==> config.mk <==
export PLATFORM = sky130hd
export DESIGN_NAME = mov_bus_responder
export DESIGN_NICKNAME = d
export VERILOG_FILES = /design/src/rtl/mov_bus_responder.sv
export SDC_FILE = /design/constraint.sdc
export NUM_CORES = 1
export LEC_CHECK = 0
export BUFFER_PORTS_ARGS = -buffer_cell sky130_fd_sc_hd__buf_4
export CAP_MARGIN = 30
export CORE_MARGIN = 8
export CORE_UTILIZATION = 55
export CTS_CLUSTER_SIZE = 28
export DETAILED_ROUTE_END_ITERATION = 6
export PLACE_DENSITY = 0.77
export SLEW_MARGIN = 10
export SYNTH_ARGS = -nofsm -noshare
export SYNTH_HDL_FRONTEND = slang
export SYNTH_SLANG_ARGS = --single-unit
==> constraint.sdc <==
create_clock -name clock -period 3.79 [get_ports clock]
set_input_delay 0.758 -clock clock [delete_from_list [all_inputs] [get_ports clock]]
set_output_delay 0.758 -clock clock [all_outputs]
set_load 0.005 [all_outputs]
==> src/rtl/mov_bus_responder.sv <==
// Datapath responder for the MOV sequencer: general register bank, I0/I1 ports and
// a registered bus-hold value replacing the tristate bus, with contention/address flags.
module mov_bus_responder #(
  parameter int DATA_W   = 8,
  parameter int NUM_REGS = 5,
  parameter int ADDR_W   = 6
) (
  input  logic              clock,
  input  logic              reset,
  input  logic [ADDR_W-1:0] register_addr,
  input  logic              bus_register_out_en,
  input  logic              bus_register_input_en,
  input  logic              I0_bus_output_en,
  input  logic              I0_bus_input_en,
  input  logic              I1_bus_output_en,
  input  logic [DATA_W-1:0] io0_in,
  input  logic [DATA_W-1:0] io1_in,
  output logic [DATA_W-1:0] io0_out,
  output logic              io0_strobe,
  output logic [DATA_W-1:0] bus_data,
  output logic              bus_error,
  output logic              addr_error,
  input  logic              err_clear,
  input  logic [ADDR_W-1:0] dbg_addr,
  output logic [DATA_W-1:0] dbg_data
);

  localparam int IDX_W = (NUM_REGS > 1) ? $clog2(NUM_REGS) : 1;
  localparam logic [ADDR_W-1:0] NUM_REGS_A = ADDR_W'(NUM_REGS);

  // Number of asserted source enables; more than one means bus contention.
  function automatic logic [1:0] count_active(input logic [2:0] en);
    count_active = {1'b0, en[0]} + {1'b0, en[1]} + {1'b0, en[2]};
  endfunction

  logic [DATA_W-1:0] bank_r [NUM_REGS];
  logic [DATA_W-1:0] bus_hold_r;
  logic [DATA_W-1:0] io0_out_r;
  logic [DATA_W-1:0] io0_smp_r;
  logic [DATA_W-1:0] io1_smp_r;
  logic [2:0]        src_en_d_r;
  logic              in_en_d_r;
  logic              io0_strobe_r;
  logic              bus_error_r;
  logic              addr_error_r;

  logic [2:0]        src_en_s;
  logic [2:0]        src_rise_s;
  logic [1:0]        src_cnt_s;
  logic              addr_ok_s;
  logic              bank_access_s;
  logic [IDX_W-1:0]  addr_idx_s;
  logic [IDX_W-1:0]  dbg_idx_s;
  logic [DATA_W-1:0] bank_rd_s;
  logic [DATA_W-1:0] bus_next_s;
  logic [DATA_W-1:0] dbg_data_s;

  // Bit 0 = bank, bit 1 = I0 input register, bit 2 = I1 input register.
  assign src_en_s      = {I1_bus_output_en, I0_bus_output_en, bus_register_out_en};
  assign src_rise_s    = src_en_s & ~src_en_d_r;
  assign src_cnt_s     = count_active(src_en_s);
  assign addr_ok_s     = (register_addr < NUM_REGS_A);
  assign bank_access_s = bus_register_out_en | bus_register_input_en;
  assign addr_idx_s    = register_addr[IDX_W-1:0];
  assign dbg_idx_s     = dbg_addr[IDX_W-1:0];

  // Bank read port for the bus source; out-of-range addresses read as zero.
  always_comb begin
    bank_rd_s = {DATA_W{1'b0}};
    if (addr_ok_s) begin
      bank_rd_s = bank_r[addr_idx_s];
    end else begin
      bank_rd_s = {DATA_W{1'b0}};
    end
  end

  // Next bus value: capture only on the rising edge of a lone source enable, else hold.
  always_comb begin
    bus_next_s = bus_hold_r;
    if (src_cnt_s == 2'd1) begin
      case (src_rise_s)
        3'b001:  bus_next_s = bank_rd_s;
        3'b010:  bus_next_s = io0_smp_r;
        3'b100:  bus_next_s = io1_smp_r;
        default: bus_next_s = bus_hold_r;
      endcase
    end else begin
      bus_next_s = bus_hold_r;
    end
  end

  // Debug read port into the bank.
  always_comb begin
    dbg_data_s = {DATA_W{1'b0}};
    if (dbg_addr < NUM_REGS_A) begin
      dbg_data_s = bank_r[dbg_idx_s];
    end else begin
      dbg_data_s = {DATA_W{1'b0}};
    end
  end

  // General register bank; the write takes the forwarded bus value.
  always_ff @(posedge clock) begin
    if (reset) begin
      for (int i = 0; i < NUM_REGS; i++) begin
        bank_r[i] <= {DATA_W{1'b0}};
      end
    end else if (bus_register_input_en && addr_ok_s) begin
      bank_r[addr_idx_s] <= bus_next_s;
    end
  end

  // Pin sampling, enable edge tracking, bus hold, I0 output and sticky error flags.
  always_ff @(posedge clock) begin
    if (reset) begin
      io0_smp_r    <= {DATA_W{1'b0}};
      io1_smp_r    <= {DATA_W{1'b0}};
      src_en_d_r   <= 3'b000;
      in_en_d_r    <= 1'b0;
      bus_hold_r   <= {DATA_W{1'b0}};
      io0_out_r    <= {DATA_W{1'b0}};
      io0_strobe_r <= 1'b0;
      bus_error_r  <= 1'b0;
      addr_error_r <= 1'b0;
    end else begin
      io0_smp_r    <= io0_in;
      io1_smp_r    <= io1_in;
      src_en_d_r   <= src_en_s;
      in_en_d_r    <= I0_bus_input_en;
      bus_hold_r   <= bus_next_s;
      io0_strobe_r <= I0_bus_input_en & ~in_en_d_r;
      if (I0_bus_input_en) begin
        io0_out_r <= bus_next_s;
      end
      // A fresh error in the clearing cycle keeps the flag set.
      if (src_cnt_s > 2'd1) begin
        bus_error_r <= 1'b1;
      end else if (err_clear) begin
        bus_error_r <= 1'b0;
      end
      if (bank_access_s && !addr_ok_s) begin
        addr_error_r <= 1'b1;
      end else if (err_clear) begin
        addr_error_r <= 1'b0;
      end
    end
  end

  assign io0_out    = io0_out_r;
  assign io0_strobe = io0_strobe_r;
  assign bus_data   = bus_hold_r;
  assign bus_error  = bus_error_r;
  assign addr_error = addr_error_r;
  assign dbg_data   = dbg_data_s;

endmodule

==> summary.md <==
| Metric | Value |
|---|---|
| Largest vdd supply drop | 0.254 mV |
| Initial core utilization | 0.568 |
| Compound-Gate Fraction of Synth Area | 0.0885 |
| Fin cells | 570 |
| Post-Place Worst Slack | 0.800 ns |
| WS Path Type | primary input to output pin |
| Placeable Area | 0.00822 mm² |
| Internal Power | 0.00172 W |
| Setup violators final | 0 |
| Post-synth top area share | 0.412 |
| Row cnt | 33 |
| Vias | 3416 |
| Ports | 63 |
| Tcrit/Tclk final | 0.737 |
| Leak pwr | 2.09 nW |
| DRC Markers | 0 |
| Final #Nets | 497 |
| Placer Congestion | 0.907 |
| 1st-iter DRT viols | 262 |
| Slew headroom | 0.431 |
| Area grow syn2layout | 18.4% |
| CP max stage cell | mux4_2 |
| Xor/xnor share of the synthesized area | 0.00188 |
| Diode count | 0 |
| Synth Area in Simple Gates | 0.173 |
| R2R depth | 6 |
| Critical path arrival | 2.03 ns |
| First-pass GRT wire length | 17900 µm |
| Clock power frac | 0.301 |
| Commonest cells post-synth | 64 x edfxtp_1, 56 x nor3_1, 48 x nor2_1 |
| Seq pwr share | 0.561 |
| Crit-path max FO | 17 |
| Vias/cell | 5.99 |
| Hold Path Class | flop to flop |
| Fin. max-slew vios | 0 |
| Status | complete, no violations |
| Mean Syn Cell Area | 12.3 µm² |
| Input/output buffers | 62 |
| Post-CTS setup buffer count | 0 |
| Inst Count DP | 553 |
| YS warnings | 0 |
| Hold Crit Start | in_en_d_r |
| RSZ-0062 raised after global routing | no |
| Number of synthesized register bits | 103 |
| Worst Skew | 0.00954 ns |
| Most Frequent Cell on Critical Path | buf_4 |
| Die ar. | 0.0117 mm² |
| Hold slack | 0.393 ns |
| CTS buffer count | 9 |
| Min-Delay Endpoint | io0_strobe |
| Post-cts resize count | 0 |
| Worst-margin pin slew | 0.842 ns |
| PD cells | 422 mW/mm² |
| Initial antenna violation count | 0 |
| Pin count of the biggest net entering global routing | 46 |
| Cell taking the most area after synthesis | edfxtp_1 |
| Count of cell types in the netlist | 43 |
| Die Height | 108 µm |
| Post-synthesis sequential area ratio | 0.579 |
| CTS tree | yes |
| Worst Path Required | 3.03 ns |
| Initial DRT Pass Iterations | 4 |
| Worst r2r src | src_en_d_r[0] |
| Main combinational cell family by area after synthesis | simple AND/OR/NAND/NOR gates |
| Combinational group share of total power | 0.138 |
| CTS Buffer Depth | 2 |
| CP Cell Sequence | buf_4, mux4_2, mux2i_1, nor2_1, buf_4 |
| Syn Std Cell Area | 0.00467 mm² |
| Clk root buf | clkbuf_8 |
| Hold Crit Depth | 1 |
| Top post-synthesis cells by area | edfxtp_1 41%, dfxtp_1 17%, mux4_2 7.7% |
| Tmin final | 2.79 ns |
| Number of synthesized flops with an enable pin | 64 |
| Post-Route WL | 11000 µm |
| Most common cell in the netlist | edfxtp_1 |
| Type of origin of the critical path | primary input |
| CP Capture Type | output pin |
| Share of cells above drive strength 1 | 0.269 |
| GRT Total Usage | 0.196 |
| Clock sinks | 103 |
| Main synth FF type | edfxtp_1 |
| Final hold violation count | 0 |
| Slowest Stage Delay on Critical Path | 0.55 ns |
| Adder-Cell Fraction of Synth Area | 0.00429 |
| Reg-to-reg endpoint | bank_r[1][3] |
| Die width | 108 µm |
| Vias in the first global route | 3455 |
| Worst-path clk slew | 0.10 ns |
| Post-detailed-route wirelength per cell | 19.3 µm |
| R2R Setup Slk | 1.45 ns |
| Fmax | 358 MHz |
| Final HPWL DP | 7790 µm |
| Antenna-violating nets left | 0 |
| Setup TNS | 0 ns |
| Post-synthesis async set-or-reset flop share | 0 |
| Clk_lat worst skew | 0.37 ns |
| Hold-fix buffers, CTS | 0 |
| Worst Slack Setup Final | 0.999 ns |
| Grt ovf | 0 |
| Max-cap viol count | 0 |
| Sw Ratio | 0.261 |
| Mapped Cells | 378 |
| Multiplexer share of the synthesized area | 0.128 |
| Switching pwr | 0.000608 W |
| Htree depth | 3 |
-- placed cells by master, fill, tap and decap left out, drive strengths merged, types with 2 or more instances in the layout --
| cell | Yosys | layout |
|---|---|---|
| buf | 8 | 70 |
| edfxtp | 64 | 64 |
| nor3 | 60 | 60 |
| nor2 | 48 | 48 |
| dfxtp | 39 | 39 |
| conb | 1 | 24 |
| nor2b | 20 | 20 |
| mux4 | 16 | 16 |
| mux2 | 14 | 14 |
| clkbuf | 14 | 11 |
| nand2b | 9 | 9 |
| a21oi | 9 | 9 |
| inv | 5 | 9 |
| a22o | 8 | 8 |
| mux2i | 8 | 8 |
| o31a | 8 | 8 |
| o41a | 8 | 8 |
| nand3 | 6 | 6 |
| a22oi | 6 | 6 |
| nand2 | 4 | 4 |
| o21ai | 2 | 2 |
| nand3b | 2 | 2 |
| or3 | 2 | 2 |
| or4b | 2 | 2 |
-- how the worst max path moves through the flow --
stage,start,to,slack [ns]
3_5_place_dp,I0_bus_output_en,bank_r[6][3],0.80
6_report,dbg_addr[0],dbg_data[2],1.0
5_1_grt,dbg_addr[0],dbg_data[2],0.90
4_1_cts,dbg_addr[0],dbg_data[2],0.96
2_1_floorplan,dbg_addr[0],dbg_data[6],1.03
3_3_place_gp,register_addr[2],bank_r[5][7],0.90
-- cell type report --
| cell class | instances | area, µm² |
|---|---|---|
| Tap cell | 105 | 131 |
| Multi-Input combinational cell | 270 | 1940 |
| Clock buffer | 11 | 163 |
| Fill cell | 648 | 2690 |
| Sequential cell | 103 | 2700 |
| Clock inverter | 5 | 42.5 |
| Inverter | 6 | 22.5 |
| Timing Repair Buffer | 70 | 523 |
-- worst max-delay path: cells and delay by family --
family	cells	cell delay, ns
AND/OR/NAND/NOR	1	0.06
multiplexers	2	0.76
buffers and inverters	2	0.44
-- layer usage --
layer | global-route usage | vias up | wire length, µm
li1 | - | 1577 | -
met1 | 0.262 | 1620 | 4530
met2 | 0.304 | 201 | 5080
met3 | 0.0523 | 18 | 1220
met4 | 0.0624 | 0 | 191
met5 | 0 | - | 0
-- cell families (layout without fill, tap and decap cells) --
| group | after synthesis | after routing |
|---|---|---|
| simple gates | 157 | 157 |
| flops | 103 | 103 |
| compound gates | 49 | 49 |
| mux | 38 | 38 |
| buf+inv | 28 | 92 |
| fa+ha+maj | 1 | 1 |
| other cells | 1 | 24 |
| xor+xnor | 1 | 1 |
-- sequential cells by signal (all words and copies together) (netlist names) --
| signal | flops |
|---|---|
| io0_strobe | 1 |
| src_en_d_r | 3 |
| in_en_d_r | 1 |
| bus_error | 1 |
| io1_smp_r | 8 |
| io0_smp_r | 8 |
| bus_data | 8 |
| addr_error | 1 |
| io0_out | 8 |
| bank_r | 64 |
-- per-stage QoR --
| stage | total power, W | instance area (µm²) | utilization |
|---|---|---|---|
| 2_1_floorplan | 0.00153 | 4750 | - |
| 3_3_place_gp | 0.00164 | 5310 | 0.647 |
| 3_5_place_dp | 0.00165 | 5310 | 0.647 |
| 4_1_cts | 0.00232 | 5520 | 0.672 |
| 5_1_grt | 0.00241 | 5520 | 0.672 |
| 6_report | 0.00233 | 5520 | 0.672 |
-- power groups by stage --
stage,registers [W],clock network (W),logic (W)
floorplan,0.00132,0,0.000205
global placement,0.00133,0,0.000311
detailed placement,0.00133,0,0.000319
CTS,0.00131,0.000697,0.000319
global route,0.00131,0.000748,0.000353
finish,0.00131,0.000702,0.000321
(Power assumes the default switching activity.)
